==> config.mk <==
export PLATFORM = sky130hd
export DESIGN_NAME = image_reader_flat
export DESIGN_NICKNAME = d
export VERILOG_FILES = /design/src/rtl/image_reader_if.sv /design/src/rtl/image_reader.sv /design/src/flat_wrapper.sv
export SDC_FILE = /design/constraint.sdc
export NUM_CORES = 2
export LEC_CHECK = 0
export ABC_AREA = 0
export CAP_MARGIN = 40
export CORE_AREA = 2 2 429 516
export DETAILED_ROUTE_END_ITERATION = 6
export DIE_AREA = 0 0 431 518
export PLACE_DENSITY = 0.65
export SLEW_MARGIN = 0
export SYNTH_ARGS = -nofsm -noshare
export SYNTH_HDL_FRONTEND = slang
export SYNTH_SLANG_ARGS = --single-unit
==> constraint.sdc <==
create_clock -name i_clk -period 4.7 [get_ports i_clk]
set_clock_uncertainty 0.15 [all_clocks]
set_input_delay 0.47 -clock i_clk [delete_from_list [all_inputs] [get_ports i_clk]]
set_output_delay 0.47 -clock i_clk [all_outputs]
set_load 0.01 [all_outputs]
==> src/rtl/image_reader_if.sv <==
// AXI4 read-address/read-data channels plus the 8-bit pixel stream of the image reader.
// The master modport is the reader side; the slave modport is the memory/sink side.
interface image_reader_if;
  logic        m00_axi_arvalid;
  logic        m00_axi_arready;
  logic [31:0] m00_axi_araddr;
  logic [7:0]  m00_axi_arlen;
  logic [2:0]  m00_axi_arsize;
  logic [1:0]  m00_axi_arburst;
  logic        m00_axi_rvalid;
  logic        m00_axi_rready;
  logic [31:0] m00_axi_rdata;
  logic [1:0]  m00_axi_rresp;
  logic        m00_axi_rlast;
  logic [7:0]  o_img_data;
  logic        o_img_data_valid;
  logic        i_img_data_ready;

  modport master (
    output m00_axi_arvalid, m00_axi_araddr, m00_axi_arlen, m00_axi_arsize, m00_axi_arburst,
    output m00_axi_rready, o_img_data, o_img_data_valid,
    input  m00_axi_arready, m00_axi_rvalid, m00_axi_rdata, m00_axi_rresp, m00_axi_rlast,
    input  i_img_data_ready
  );

  modport slave (
    input  m00_axi_arvalid, m00_axi_araddr, m00_axi_arlen, m00_axi_arsize, m00_axi_arburst,
    input  m00_axi_rready, o_img_data, o_img_data_valid,
    output m00_axi_arready, m00_axi_rvalid, m00_axi_rdata, m00_axi_rresp, m00_axi_rlast,
    output i_img_data_ready
  );
endinterface

==> src/rtl/image_reader.sv <==
// AXI4 read master: fetches one packed 8-bit frame in INCR bursts, buffers words in a FIFO
// and unpacks them into a byte stream (pixel n in byte lane n%4, low byte first).
module image_reader #(
  parameter int imageSize = 640*480,
  parameter int burstSize = 16,
  parameter int fifoDepth = 64
) (
  input  logic          i_clk,
  input  logic          i_reset_n,
  input  logic          i_start,
  input  logic [31:0]   i_ddrStartAddr,
  output logic          o_rd_done,
  output logic          o_rd_err,
  image_reader_if.master io_bus
);

  localparam int WORDS  = imageSize / 4;
  localparam int WCNT_W = $clog2(WORDS + 1);
  localparam int PCNT_W = $clog2(imageSize + 1);
  localparam int AW     = $clog2(fifoDepth);
  localparam int FCNT_W = AW + 1;
  localparam int LEN_W  = 9;

  typedef enum logic [1:0] {WAIT_START, REQ, DATA, DRAIN} state_t;

  state_t              r_state, w_state_nxt;
  logic                r_start_d;
  logic [31:0]         r_addr;
  logic [WCNT_W-1:0]   r_words_left;
  logic [PCNT_W-1:0]   r_pix_left;
  logic                r_arvalid;
  logic [31:0]         r_araddr;
  logic [7:0]          r_arlen;
  logic                r_rd_done;
  logic                r_rd_err;

  logic [31:0]         r_mem [fifoDepth];
  logic [AW-1:0]       r_wr_ptr, r_rd_ptr;
  logic [FCNT_W-1:0]   r_count;

  logic [31:0]         r_word;
  logic [2:0]          r_bcnt;

  logic                w_start;
  logic                w_ar_hs;
  logic                w_rready;
  logic                w_push;
  logic                w_pop;
  logic                w_fifo_empty;
  logic                w_fifo_full;
  logic [31:0]         w_fifo_rdata;
  logic [FCNT_W-1:0]   w_free;
  logic [LEN_W-1:0]    w_len;
  logic                w_space_ok;
  logic                w_pix_valid;
  logic                w_pix_hs;

  assign w_start      = i_start & ~r_start_d;
  assign w_ar_hs      = r_arvalid & io_bus.m00_axi_arready;
  assign w_rready     = (r_state == DATA);
  assign w_push       = io_bus.m00_axi_rvalid & w_rready;
  assign w_fifo_empty = (r_count == '0);
  assign w_fifo_full  = (r_count == FCNT_W'(fifoDepth));
  assign w_fifo_rdata = r_mem[r_rd_ptr];
  assign w_free       = FCNT_W'(fifoDepth) - r_count;
  assign w_pix_valid  = (r_bcnt != 3'd0);
  assign w_pix_hs     = w_pix_valid & io_bus.i_img_data_ready;
  // Refill the unpacker while its last byte leaves so the stream has no bubble.
  assign w_pop        = ~w_fifo_empty &
                        ((r_bcnt == 3'd0) | ((r_bcnt == 3'd1) & io_bus.i_img_data_ready));

  always_comb begin
    w_len = LEN_W'(burstSize);
    if (32'(r_words_left) < 32'(burstSize)) w_len = LEN_W'(r_words_left);
  end

  assign w_space_ok = (32'(w_free) >= 32'(w_len));

  assign io_bus.m00_axi_arvalid  = r_arvalid;
  assign io_bus.m00_axi_araddr   = r_araddr;
  assign io_bus.m00_axi_arlen    = r_arlen;
  assign io_bus.m00_axi_arsize   = 3'b010;
  assign io_bus.m00_axi_arburst  = 2'b01;
  assign io_bus.m00_axi_rready   = w_rready;
  assign io_bus.o_img_data       = r_word[7:0];
  assign io_bus.o_img_data_valid = w_pix_valid;
  assign o_rd_done               = r_rd_done;
  assign o_rd_err                = r_rd_err;

  always_comb begin
    w_state_nxt = r_state;
    case (r_state)
      WAIT_START: if (w_start) w_state_nxt = REQ;
      REQ:        if (w_ar_hs) w_state_nxt = DATA;
      DATA: begin
        if (w_push && io_bus.m00_axi_rlast)
          w_state_nxt = (r_words_left != '0) ? REQ : DRAIN;
      end
      DRAIN:      if (r_pix_left == '0) w_state_nxt = WAIT_START;
      default:    w_state_nxt = WAIT_START;
    endcase
  end

  always_ff @(posedge i_clk or negedge i_reset_n) begin
    if (!i_reset_n) begin
      r_state      <= WAIT_START;
      r_start_d    <= 1'b0;
      r_addr       <= '0;
      r_words_left <= '0;
      r_pix_left   <= '0;
      r_arvalid    <= 1'b0;
      r_araddr     <= '0;
      r_arlen      <= '0;
      r_rd_done    <= 1'b0;
      r_rd_err     <= 1'b0;
    end else begin
      r_state   <= w_state_nxt;
      r_start_d <= i_start;
      r_rd_done <= (r_state == DRAIN) && (r_pix_left == '0);

      if (r_state == WAIT_START && w_start) begin
        r_addr       <= i_ddrStartAddr;
        r_words_left <= WCNT_W'(WORDS);
        r_pix_left   <= PCNT_W'(imageSize);
        r_rd_err     <= 1'b0;
      end else begin
        if (w_push && (io_bus.m00_axi_rresp != 2'b00)) r_rd_err <= 1'b1;
        if (w_pix_hs) r_pix_left <= r_pix_left - PCNT_W'(1);
      end

      // A request is only raised once the FIFO can absorb the whole burst, so
      // the R channel never needs to be back-pressured.
      if (r_state == REQ) begin
        if (w_ar_hs) begin
          r_arvalid    <= 1'b0;
          r_addr       <= r_addr + {21'd0, w_len, 2'b00};
          r_words_left <= r_words_left - WCNT_W'(w_len);
        end else if (!r_arvalid && w_space_ok) begin
          r_arvalid <= 1'b1;
          r_araddr  <= r_addr;
          r_arlen   <= 8'(w_len - LEN_W'(1));
        end
      end
    end
  end

  always_ff @(posedge i_clk) begin
    if (w_push) r_mem[r_wr_ptr] <= io_bus.m00_axi_rdata;
  end

  always_ff @(posedge i_clk or negedge i_reset_n) begin
    if (!i_reset_n) begin
      r_wr_ptr <= '0;
      r_rd_ptr <= '0;
      r_count  <= '0;
    end else begin
      if (w_push) r_wr_ptr <= r_wr_ptr + AW'(1);
      if (w_pop)  r_rd_ptr <= r_rd_ptr + AW'(1);
      case ({w_push, w_pop})
        2'b10:   r_count <= r_count + FCNT_W'(1);
        2'b01:   r_count <= r_count - FCNT_W'(1);
        default: r_count <= r_count;
      endcase
    end
  end

  always_ff @(posedge i_clk or negedge i_reset_n) begin
    if (!i_reset_n) begin
      r_word <= '0;
      r_bcnt <= 3'd0;
    end else if (w_pop) begin
      r_word <= w_fifo_rdata;
      r_bcnt <= 3'd4;
    end else if (w_pix_hs) begin
      r_word <= {8'd0, r_word[31:8]};
      r_bcnt <= r_bcnt - 3'd1;
    end
  end

  a_no_overflow: assert property (@(posedge i_clk) disable iff (!i_reset_n)
    !(w_push && w_fifo_full && !w_pop));

endmodule

==> src/flat_wrapper.sv <==
// flat-port wrapper written by rule: the top's interface ports become plain ports
module image_reader_flat 
#(
  parameter int imageSize = 640*480,
  parameter int burstSize = 16,
  parameter int fifoDepth = 64
)
  (i_clk, i_reset_n, i_start, i_ddrStartAddr, o_rd_done, o_rd_err, io_bus_m00_axi_arvalid, io_bus_m00_axi_araddr, io_bus_m00_axi_arlen, io_bus_m00_axi_arsize, io_bus_m00_axi_arburst, io_bus_m00_axi_rready, io_bus_o_img_data, io_bus_o_img_data_valid, io_bus_m00_axi_arready, io_bus_m00_axi_rvalid, io_bus_m00_axi_rdata, io_bus_m00_axi_rresp, io_bus_m00_axi_rlast, io_bus_i_img_data_ready);
  image_reader_if io_bus_i ();
  input  logic i_clk;
  input  logic i_reset_n;
  input  logic i_start;
  input  logic [31:0] i_ddrStartAddr;
  output logic o_rd_done;
  output logic o_rd_err;
  output wire logic [$bits(io_bus_i.m00_axi_arvalid)-1:0] io_bus_m00_axi_arvalid;
  output wire logic [$bits(io_bus_i.m00_axi_araddr)-1:0] io_bus_m00_axi_araddr;
  output wire logic [$bits(io_bus_i.m00_axi_arlen)-1:0] io_bus_m00_axi_arlen;
  output wire logic [$bits(io_bus_i.m00_axi_arsize)-1:0] io_bus_m00_axi_arsize;
  output wire logic [$bits(io_bus_i.m00_axi_arburst)-1:0] io_bus_m00_axi_arburst;
  output wire logic [$bits(io_bus_i.m00_axi_rready)-1:0] io_bus_m00_axi_rready;
  output wire logic [$bits(io_bus_i.o_img_data)-1:0] io_bus_o_img_data;
  output wire logic [$bits(io_bus_i.o_img_data_valid)-1:0] io_bus_o_img_data_valid;
  input wire logic [$bits(io_bus_i.m00_axi_arready)-1:0] io_bus_m00_axi_arready;
  input wire logic [$bits(io_bus_i.m00_axi_rvalid)-1:0] io_bus_m00_axi_rvalid;
  input wire logic [$bits(io_bus_i.m00_axi_rdata)-1:0] io_bus_m00_axi_rdata;
  input wire logic [$bits(io_bus_i.m00_axi_rresp)-1:0] io_bus_m00_axi_rresp;
  input wire logic [$bits(io_bus_i.m00_axi_rlast)-1:0] io_bus_m00_axi_rlast;
  input wire logic [$bits(io_bus_i.i_img_data_ready)-1:0] io_bus_i_img_data_ready;
  assign io_bus_m00_axi_arvalid = io_bus_i.m00_axi_arvalid;
  assign io_bus_m00_axi_araddr = io_bus_i.m00_axi_araddr;
  assign io_bus_m00_axi_arlen = io_bus_i.m00_axi_arlen;
  assign io_bus_m00_axi_arsize = io_bus_i.m00_axi_arsize;
  assign io_bus_m00_axi_arburst = io_bus_i.m00_axi_arburst;
  assign io_bus_m00_axi_rready = io_bus_i.m00_axi_rready;
  assign io_bus_o_img_data = io_bus_i.o_img_data;
  assign io_bus_o_img_data_valid = io_bus_i.o_img_data_valid;
  assign io_bus_i.m00_axi_arready = io_bus_m00_axi_arready;
  assign io_bus_i.m00_axi_rvalid = io_bus_m00_axi_rvalid;
  assign io_bus_i.m00_axi_rdata = io_bus_m00_axi_rdata;
  assign io_bus_i.m00_axi_rresp = io_bus_m00_axi_rresp;
  assign io_bus_i.m00_axi_rlast = io_bus_m00_axi_rlast;
  assign io_bus_i.i_img_data_ready = io_bus_i_img_data_ready;
  image_reader #(.imageSize(imageSize), .burstSize(burstSize), .fifoDepth(fifoDepth)) u_core (.i_clk(i_clk), .i_reset_n(i_reset_n), .i_start(i_start), .i_ddrStartAddr(i_ddrStartAddr), .o_rd_done(o_rd_done), .o_rd_err(o_rd_err), .io_bus(io_bus_i));
endmodule
==> flow_metrics.env <==
export IMPL_status="finished clean"
export IMPL_drv_slew=0
export IMPL_grt_usage=0.198
export IMPL_ys_async_sr_fraction=0.0758
export IMPL_final_cell_mix="2048 x edfxtp_1, 435 x mux4_2, 274 x mux2i_1, 208 x clkbuf_16, 163 x dfrtp_1"
export IMPL_slowest_delay_ps=650
export IMPL_drc=0
export IMPL_r2r_start="u_core.r_words_left[8]$_DFF_PN0_"
export IMPL_io_buffers=125
export IMPL_synth_yosys_seq_area_share=0.755
export IMPL_cts_sinks=2216
export IMPL_cts_buffers=205
export IMPL_syn_cell_area_um2=87000
export IMPL_syn_inst=4330
export IMPL_antenna_found_initial=9
export IMPL_ios=131
export IMPL_clkTransAtPathRegs_ps=60
export IMPL_period_share=0.874
export IMPL_mostFrequentLayoutCell="edfxtp_1"
export IMPL_avgSynthCellArea_um2=20.1
export IMPL_hold_viol_final=0
export IMPL_fmax_mhz=243
export IMPL_post_drt_wl_per_cell_um=29.0
export IMPL_grt_overflow_total=0
export IMPL_path_max_fanout=13
export IMPL_r2r_end="u_core.r_addr[28]$_DFF_PN0_"
export IMPL_power_leakage_nw=32.4
export IMPL_critPathArrivalTime_ps=4750
export IMPL_slowest_stage="or4_1"
export IMPL_drive_above_1_share=0.234
export IMPL_dr_total_vias=44400
export IMPL_num_rows=188
export IMPL_stdcell_area_um2=100000
export IMPL_required_ps=5340
export IMPL_hold_slack_ps=78.2
export IMPL_die_y_um=518
export IMPL_drtPass1Iterations=5
export IMPL_cp_start_kind="flop"
export IMPL_synth_warnings=0
export IMPL_synth_edff_count=2048
export IMPL_post_dp_cell_area_um2=93100
export IMPL_maxCapViolCount=0
export IMPL_dp_hpwl_um=133000
export IMPL_gp_congestion=0.859
export IMPL_finalNetCount=4754
export IMPL_crit_type="flop to flop"
export IMPL_tightest_slew_ps=964
export IMPL_synth_cell_type_count=77
export IMPL_setup_viol=0
export IMPL_synth_ff_type="edfxtp_1"
export IMPL_clk_path_buf_depth=3
export IMPL_regToRegSetupSlack_ps=590
export IMPL_power_density_nw_per_um2=556
export IMPL_avgViaCountPerCell=5.78
export IMPL_period_minus_slack_ps=4110
export IMPL_cts_root_buf="clkbuf_16"
export IMPL_ys_seq_elements=2216
export IMPL_postRouteAntennaNets=0
export IMPL_ctsResizeCount=0
export IMPL_cts_tree="done"
export IMPL_worstSetupEndpointType="flop"
export IMPL_die_w_um=431
export IMPL_h_tree_depth=4
export IMPL_worstRegToRegCells=12
export IMPL_syn_to_final_growth_pct=15.2
export IMPL_total_power_mw=55.7
export IMPL_die_area_um2=223000
export IMPL_grt_pass1_vias=45200
export IMPL_core_area_um2=218000
export IMPL_first_iter_violations=4833
export IMPL_grt_pass1_wl_um=323000
export IMPL_rsz0062_at_grt="false"
export IMPL_drt_total_wl_um=223000
export IMPL_hp_class="input port to async pin"
export IMPL_vdd_drop_max_mv=0.496
export IMPL_start_util=0.399
export IMPL_fin_setup_tns_ps=0
export IMPL_relSlewSlack=0.341
export IMPL_grt_max_degree=82
export IMPL_path_cells="or4_1 > and4bb_2 > nand2_1 > inv_1 > ha_1 > fa_1 > a21o_1 > a21oi_1 > o21bai_1 > a21oi_1 > or4_1 > nand3_1"
export IMPL_insertion_delay_ps=860
==> cell usage after synthesis, types with 50 or more instances <==
library cell | instances | area share
buf_4 | 59 | 0.0051
o22ai_1 | 65 | 0.0047
dfrtp_1 | 168 | 0.048
mux4_2 | 435 | 0.11
nand2_1 | 148 | 0.0064
a211oi_1 | 50 | 0.0043
o21ai_0 | 58 | 0.0033
mux2i_1 | 274 | 0.032
clkbuf_1 | 80 | 0.0035
buf_2 | 75 | 0.0043
a22oi_1 | 53 | 0.0046
edfxtp_1 | 2048 | 0.71
nor2_1 | 167 | 0.0072
a21oi_1 | 96 | 0.0055
==> power breakdown <==
part / leakage [nW] / internal (mW) / switching, mW
clock: 3.39 / 9.77 / 7.46
sequential: 20.4 / 22.3 / 0.858
combinational: 8.51 / 6.70 / 8.65
total: 32.4 / 38.8 / 17.0
==> stage by stage <==
stage          cells  setup WS, ps   util
2_1_floorplan   4339           724      -
3_3_place_gp    7272           657  0.426
3_5_place_dp    7280           600  0.427
4_1_cts         7678           630  0.460
5_1_grt         7681           309  0.460
6_report        7683           591  0.460
==> worst max-delay path by stage <==
stage                                           from                       endpoint  slack, ps  depth (start not counted)
detailed placement           io_bus_i_img_data_ready  u_core.r_word[31]$_DFFE_PN0P_        600                          8
floorplan              u_core.r_count[0]$_DFFE_PN0P_  u_core.r_count[6]$_DFFE_PN0P_        720                         15
global placement    u_core.r_words_left[8]$_DFF_PN0_    u_core.r_addr[28]$_DFF_PN0_        660                         12
global route        u_core.r_words_left[8]$_DFF_PN0_    u_core.r_addr[28]$_DFF_PN0_        310                         12
finish              u_core.r_words_left[8]$_DFF_PN0_    u_core.r_addr[28]$_DFF_PN0_        590                         12
CTS                 u_core.r_words_left[8]$_DFF_PN0_    u_core.r_addr[28]$_DFF_PN0_        630                         12
==> layer usage <==
layer  global-route usage  share of wire  vias to the layer above
li1                     -              -                    18500
met1                0.262           0.39                    23800
met2                0.342           0.51                     1868
met3               0.0282          0.069                      327
met4               0.0552          0.026                        0
met5                    0              0                        -
==> state kept, by name (all words and copies together) (netlist names) <==
name,cells
u_core.o_rd_done,1
u_core.r_pix_left,19
u_core.r_words_left,17
u_core.io_bus.m00_axi_arlen,8
u_core.r_rd_ptr,6
u_core.io_bus.m00_axi_arvalid,1
u_core.r_addr,32
u_core.r_state,2
u_core.r_word,32
u_core.r_count,7
u_core.o_rd_err,1
u_core.r_mem,2048
u_core.r_wr_ptr,6
u_core.r_start_d,1
u_core.io_bus.m00_axi_araddr,32
u_core.r_bcnt,3
==> repair_timing <==
action / in CTS / in global routing
setup buffers: 0 / 0
hold buffers: 10 / 0
hold endpoints to repair: 171 / 0
==> critical path, delay by kind of cell, from the launching register on <==
family	cells	cell delay, ps
simple gates	5	1970
compound gates	4	980
flops	1	430
fa+ha+maj	2	410
buf+inv	1	100
==> cell families (layout without fill, tap and decap cells) <==
group                      after synthesis  count (layout)  share of synthesized area
xor gates and xnor gates                42              42                    0.00423
AOI/OAI and AO/OA                      466             466                     0.0370
and+or+nand+nor                        534             534                     0.0291
muxes                                  759             759                      0.152
buffers and inverters                  279             770                     0.0179
other                                    2              14                  0.0000863
DFF                                   2216            2216                      0.755
adders and majority gates               32              32                    0.00477
==> layout make-up <==
cell class / count / area, um^2
antenna: 3 / 7.51
clock buffer: 262 / 5490
clock inverter: 126 / 1550
fill: 18000 / 118000
inverter: 30 / 115
multi-input combinational: 1844 / 20300
sequential: 2216 / 65700
tap: 2850 / 3570
timing repair buffer: 352 / 3470
(Power assumes the default switching activity.)
